==> config.mk <==
export PLATFORM = sky130hd
export DESIGN_NAME = student_ser16
export DESIGN_NICKNAME = d
export VERILOG_FILES = /design/src/rtl/student_ser16.sv
export SDC_FILE = /design/constraint.sdc
export NUM_CORES = 1
export LEC_CHECK = 0
export ABC_CLOCK_PERIOD_IN_PS = 2200
export CORE_MARGIN = 3
export CORE_UTILIZATION = 28
export CTS_CLUSTER_SIZE = 8
export DETAILED_ROUTE_END_ITERATION = 12
export GPL_TIMING_DRIVEN = 0
export PLACE_DENSITY = 0.49
export REMOVE_ABC_BUFFERS = 1
export SLEW_MARGIN = 20
export SYNTH_ARGS = -nofsm -noshare
export SYNTH_HDL_FRONTEND = slang
export SYNTH_SLANG_ARGS = --single-unit
==> constraint.sdc <==
create_clock -name clk -period 2.2 [get_ports clk]
set_input_delay 0.66 -clock clk [delete_from_list [all_inputs] [get_ports clk]]
set_output_delay 0.66 -clock clk [all_outputs]
set_load 0.03 [all_outputs]
==> src/rtl/student_ser16.sv <==
// rtl/student_ser16.sv - framed 16-bit parallel-to-serial transmitter (start 0, LSB first, stop 1)
module student_ser16 #(
    parameter int CYCLES_PER_BIT = 4
) (
    input  logic        clk,
    input  logic        reset,
    input  logic [15:0] in,
    input  logic        in_valid,
    output logic        in_ready,
    output logic        tx,
    output logic        busy
);

    localparam logic [15:0] LAST_TICK = 16'(CYCLES_PER_BIT - 1);

    typedef enum logic [1:0] {
        IDLE,
        START,
        DATA,
        STOP
    } state_t;

    state_t      state, state_n;
    logic [15:0] timer, timer_n;
    logic [3:0]  index, index_n;
    logic [15:0] shift, shift_n;
    logic        tx_n;
    logic        busy_n;
    logic        bit_end;
    logic        xfer;

    assign bit_end  = (timer == LAST_TICK);
    // Ready in IDLE and in the final STOP cycle so frames can abut with no gap.
    assign in_ready = (state == IDLE) || ((state == STOP) && bit_end);
    assign xfer     = in_valid && in_ready;

    // State, timer, shift register and the registered line/busy outputs.
    always_ff @(posedge clk or posedge reset) begin
        if (reset) begin
            state <= IDLE;
            timer <= '0;
            index <= '0;
            shift <= '0;
            tx    <= 1'b1;
            busy  <= 1'b0;
        end else begin
            state <= state_n;
            timer <= timer_n;
            index <= index_n;
            shift <= shift_n;
            tx    <= tx_n;
            busy  <= busy_n;
        end
    end

    // Next-state logic; tx_n/busy_n describe the line as it must look after the edge.
    always_comb begin
        state_n = state;
        timer_n = (state == IDLE || bit_end) ? 16'd0 : timer + 16'd1;
        index_n = index;
        shift_n = shift;
        tx_n    = tx;
        busy_n  = busy;
        case (state)
            IDLE: begin
                tx_n   = 1'b1;
                busy_n = 1'b0;
                if (xfer) begin
                    state_n = START;
                    shift_n = in;
                    index_n = 4'd0;
                    tx_n    = 1'b0;
                    busy_n  = 1'b1;
                end
            end
            START: begin
                if (bit_end) begin
                    state_n = DATA;
                    index_n = 4'd0;
                    tx_n    = shift[0];
                end
            end
            DATA: begin
                if (bit_end) begin
                    if (index == 4'd15) begin
                        state_n = STOP;
                        tx_n    = 1'b1;
                    end else begin
                        shift_n = shift >> 1;
                        index_n = index + 4'd1;
                        tx_n    = shift[1];
                    end
                end
            end
            STOP: begin
                if (bit_end) begin
                    if (xfer) begin
                        state_n = START;
                        shift_n = in;
                        index_n = 4'd0;
                        tx_n    = 1'b0;
                    end else begin
                        state_n = IDLE;
                        tx_n    = 1'b1;
                        busy_n  = 1'b0;
                    end
                end
            end
            default: begin
                state_n = IDLE;
                timer_n = 16'd0;
                index_n = 4'd0;
                tx_n    = 1'b1;
                busy_n  = 1'b0;
            end
        endcase
    end

endmodule

=== Word-level counts from Yosys, hierarchy flattened ===
Index checks and enable logic that the tools add are counted.

* Bits in registers: 40
* Input port bits: 19
* Output and inout bits: 3
* Word-level logic and storage cells: 61

* Add/sub/neg operators: 2
* Eq/ne operators: 12
* Mux-type cells: 29
* Reductions and logical operators: 12

{| class="wikitable"
|+ Operators by type and width
! kind !! count
|-
| $mux W16 || 5
|-
| $pmux W16 S3 || 1
|-
| $mux W4 || 5
|-
| $add A16 B1 Y16 const B || 1
|-
| $eq A16 B2 Y1 const B || 1
|-
| $pmux W4 S4 || 1
|-
| $ne A2 B2 Y1 const B || 7
|-
| $mux W2 || 5
|-
| $mux W1 || 9
|-
| $pmux W2 S4 || 1
|-
| $reduce_and A4 Y1 || 2
|-
| $reduce_and A3 Y1 || 2
|-
| $reduce_and A5 Y1 || 1
|-
| $add A4 B1 Y4 const B || 1
|-
| $eq A2 B2 Y1 const B || 2
|-
| $eq A4 B4 Y1 const B || 1
|-
| $pmux W1 S4 || 1
|-
| $reduce_bool A3 Y1 || 1
|-
| $eq A2 B1 Y1 const B || 1
|-
| $logic_and A1 B1 Y1 || 2
|-
| $logic_not A2 Y1 || 1
|-
| $logic_or A1 B1 Y1 || 2
|-
| $pmux W1 S2 || 1
|-
| $reduce_bool A2 Y1 || 1
|}

=== Longest topological paths before layout ===
* Word-level depth: 7
* Depth in mapped cells: 8
* Mapped depth without buffers: 7

=== Worst setup path before layout ===
OpenSTA, ideal clock, no wires.

* Kind: flip-flop to output port
* From: reg timer[0]
* To: out in_ready
* Data arrival time: 1.491 ns
* Required time: 1.540 ns
* Path slack: 0.049 ns
* Stages on the path, launching flop included: 6
* Buffers on the path: 1
* Cells stage by stage: dfrtp_1 > ha_1 > nor4b_4 > and4_1 > buf_4 > a21o_1

* Longest elaborated chain between the ends: 3

{| class="wikitable"
|+ RTL lines
! element !! RTL line !! source
|-
| start: declaration || 24 || <nowiki>logic [15:0] timer, timer_n;</nowiki>
|-
| start signal: assignment || 48 || <nowiki>timer <= timer_n;</nowiki>
|-
| $eq A16 B2 Y1 || 32 || <nowiki>assign bit_end = (timer == LAST_TICK);</nowiki>
|-
| $logic_and A1 B1 Y1 || 34 || <nowiki>assign in_ready = (state == IDLE) || ((state == STOP) && bit_end);</nowiki>
|-
| $logic_or A1 B1 Y1 || 34 ||
|-
| end: declaration || 9 || <nowiki>output logic in_ready,</nowiki>
|}

Every way passes these cells.

=== Final worst setup path ===
* From: reg timer[3]
* To: out in_ready

Same word-level chain as after synthesis.

==> reports/results.ini <==
[worst_setup_path]
critPathLaunch=timer[3]$_DFF_PP0_
worstSetupEndpoint=in_ready
cp.required_ns=1.54
crit_type=flip-flop to primary output
timing.critical_path.slowest_cell_delay_ns=0.46
r2r.worst_path.cells=7
worstPathMaxFanout=4
critical_path.cell_chain=nor4b_4 -> and4_4 -> a21o_1 -> buf_6
crit-reg2reg-launch=timer[3]$_DFF_PP0_
worst_r2r_endpoint=shift[7]$_DFFE_PP0P_
worst_path_max_delay_cell=dfrtp_2
r2r_slack_ns=0.08
worst-endpoint-arrival_ns=1.62
element_type_at_the_critical_path_end=primary output
critical_path_startpoint_category=flip-flop

[timing]
rsz0062_at_grt=yes
final-setup-viol-count=1
timing_worst_slew_pin_value_ns=0.6809
slew_headroom_pct=54.19
post-route-period-util_pct=103.5
maxSlewViolCount=0
timing.fmax_mhz=439.0
finalHoldViolCount=0
finalWorstPathRequiredPeriod_ns=2.278
worst_slack_ns=-0.07769
timing.clock.skew_ns=0.01145

[global_route]
first_global_vias=1735
grt_use_total_pct=11.13
grt_max_degree=31
global_route.overflow_total=0
grt_antenna_before_repair=0
grt_pass1_wl_um=8631

[floorplan]
die_width_um=96.70
start_util_pct=29.35
boundaryPins=22
placementRows=32
floorplan.die_area_sq_um=9351
core_area_sq_um=7848
die_h_um=96.70

[clock_tree]
clock_latency_ns=0.30
numClockSinks=40
cts_root_buffer=clkbuf_8
number_of_levels_in_the_clock_h_tree=2
clock_path_buffers=2
tritoncts=yes
number_of_cts_inserted_buffers=5
clk_pin_slew_ns=0.08

[yosys]
post_synth.cell_area_avg_sq_um=10.62
syn-instance-count=217
share_of_synthesized_registers_carrying_an_async_set_or_reset_pct=100.0
synthFlopType=dfrtp_1
ys_ff_latch=40
synth.yosys.warnings=0
synth.distinct_cells=46
synth_sequential_area_ratio_pct=43.51
mappedNetlistArea_sq_um=2303
synth-edff-count=0

[detailed_routing]
route.met2.wl_um=2177
initialDrtViolationCount=68
detail_route.wirelength.met1_um=2600
first_pass_iters=4
route.vias.total=1724
routed_wl_um=4978
wl_met3_um=143
vias_per_cell=4.829
wire_per_inst_um=13.94
ant_nets=0
routed.top_layer=met4
drt_drc=0

[outcome]
outcome=complete, but fails checks
violations=negative setup slack

[flow_run]
max_cap_violations=0

[power_and_ir_drop]
lkg_pwr_nw=1.190
pwr_density_cell_nw_per_um2=1234
ir_drop_mv=0.3130
design_power_total_mw=3.591

[placed_design]
post-place-ws_ns=-0.9329
place_congestion=0.7522
place_hpwl_um=3132
quantity_of_i_o_buffers_inserted_on_ports=21

[finish]
fill_cells=819
antennaDiodeCount=0
post_layout_net_count=280
area_growth_pct=26.34
post_route_cells_drive_above_1_share_pct=25.10
multiInputGateArea_sq_um=1303
regArea_sq_um=1006

[min_path]
hp-class=flip-flop to flip-flop

==> per-layer routing <==
layer,up-vias,GRT usage [%]
met5,-,0
met4,0,4.536
met3,4,2.379
met2,30,16.67
met1,835,15.59
li1,855,-
==> final cells by class <==
| type | count | area share (%) |
|---|---|---|
| clock buffer | 7 | 2.623 |
| clock inverter | 1 | 0.1720 |
| inverter | 9 | 1.161 |
| multi-input combinational | 160 | 44.75 |
| sequential | 40 | 34.57 |
| tap | 102 | 4.385 |
| timing repair buffer | 38 | 12.34 |
==> worst min-delay path by stage <==
| stage | start | endpoint | slack [ns] | depth (start not counted) |
|---|---|---|---|---|
| final | shift[11]$_DFFE_PP0P_ | shift[11]$_DFFE_PP0P_ | 0.51 | 1 |
| after floorplan | timer[0]$_DFF_PP0_ | timer[0]$_DFF_PP0_ | 0.45 | 1 |
| after detailed placement | shift[15]$_DFFE_PP0P_ | shift[15]$_DFFE_PP0P_ | 0.48 | 1 |
| after global placement | timer[0]$_DFF_PP0_ | timer[0]$_DFF_PP0_ | 0.48 | 1 |
| after global routing | shift[10]$_DFFE_PP0P_ | shift[10]$_DFFE_PP0P_ | 0.53 | 1 |
| after CTS | shift[15]$_DFFE_PP0P_ | shift[15]$_DFFE_PP0P_ | 0.51 | 1 |
==> critical path, delay by kind of cell (launching register included) <==
| kind | cells | cell delay, ns |
|---|---|---|
| compound gates | 1 | 0.13 |
| flops | 1 | 0.46 |
| simple gates | 2 | 0.60 |
| buf+inv | 1 | 0.13 |
==> metrics by stage <==
| step | cell area (sq um) | instances | setup TNS [ns] | hold WS (ns) | util, % |
|---|---|---|---|---|---|
| finish | 2910 | 357 | -0.07769 | 0.5057 | 37.09 |
| global route | 2910 | 357 | -0.2669 | 0.5261 | 37.09 |
| CTS | 2828 | 349 | -0.08585 | 0.5056 | 36.03 |
| detailed placement | 2615 | 332 | -17.69 | 0.4753 | 33.32 |
| global placement | 2595 | 331 | -31.87 | 0.4781 | 33.07 |
| floorplan | 2257 | 208 | -2.634 | 0.4549 | - |
==> cell usage after synthesis, drive strengths merged, types with 5 or more instances <==
| master | instances | area share, % |
|---|---|---|
| a21oi | 10 | 2.2 |
| a22oi | 6 | 2.0 |
| clkbuf | 5 | 0.81 |
| dfrtp | 39 | 42 |
| ha | 7 | 3.8 |
| inv | 9 | 1.5 |
| mux2 | 19 | 10 |
| mux2i | 6 | 2.6 |
| nand2 | 14 | 2.3 |
| nand3 | 10 | 2.2 |
| nor2 | 19 | 3.1 |
| nor4 | 6 | 2.9 |
| o21ai | 14 | 4.0 |
| xnor2 | 8 | 3.0 |
| xor2 | 5 | 1.9 |
==> cells in the final DEF, fill, tap and decap left out, types with 2 or more instances in the layout <==
cell type	synthesis	routed
a21o_1	2	2
o21ai_0	12	12
a32o_1	3	3
nor4_1	4	3
clkbuf_8	0	5
ha_1	7	5
clkbuf_1	5	2
o21ai_4	2	2
buf_6	1	3
clkdlybuf4s50_1	0	20
xnor2_1	8	8
nor2_1	19	19
inv_1	9	8
mux2_2	14	14
dfrtp_2	0	3
nand4_1	2	2
or3_1	2	2
nand3_1	10	10
nand2_1	14	14
ha_4	0	2
a22oi_1	6	6
a21oi_1	10	10
mux2_4	5	5
buf_4	1	14
a31o_1	2	2
nor3_1	3	3
dfrtp_1	39	36
nor4_4	2	3
xor2_1	5	5
and3_1	3	3
nand2b_1	3	2
mux2i_1	6	6
==> logic make-up after synthesis <==
kind of cell	Yosys count	share of synthesized area, %
and+or+nand+nor	69	17.49
AOI/OAI and AO/OA	45	14.07
DFF	40	43.51
muxes	25	12.71
buffers and inverters	18	3.476
xor gates and xnor gates	13	4.943
adders and majority gates	7	3.802
==> flip-flops by register name, summed over array words and instances, names as in the netlist <==
signal / flops
state: 2
busy: 1
timer: 16
shift: 16
index: 4
tx: 1
==> power by group <==
group	switching, mW	leakage (nW)	internal (mW)
Combinational	0.962	0.648	0.981
Clock	0.262	0.0422	0.223
Sequential	0.178	0.500	0.985
==> what timing repair did <==
action	4_1_cts	5_1_grt
endpoints found under the setup margin	24	19
pin swaps	4	6
gates cloned	0	1
hold buffers	0	0
buffers inserted	9	7
resized for setup	19	5
Power figures use the tool's default switching activity.
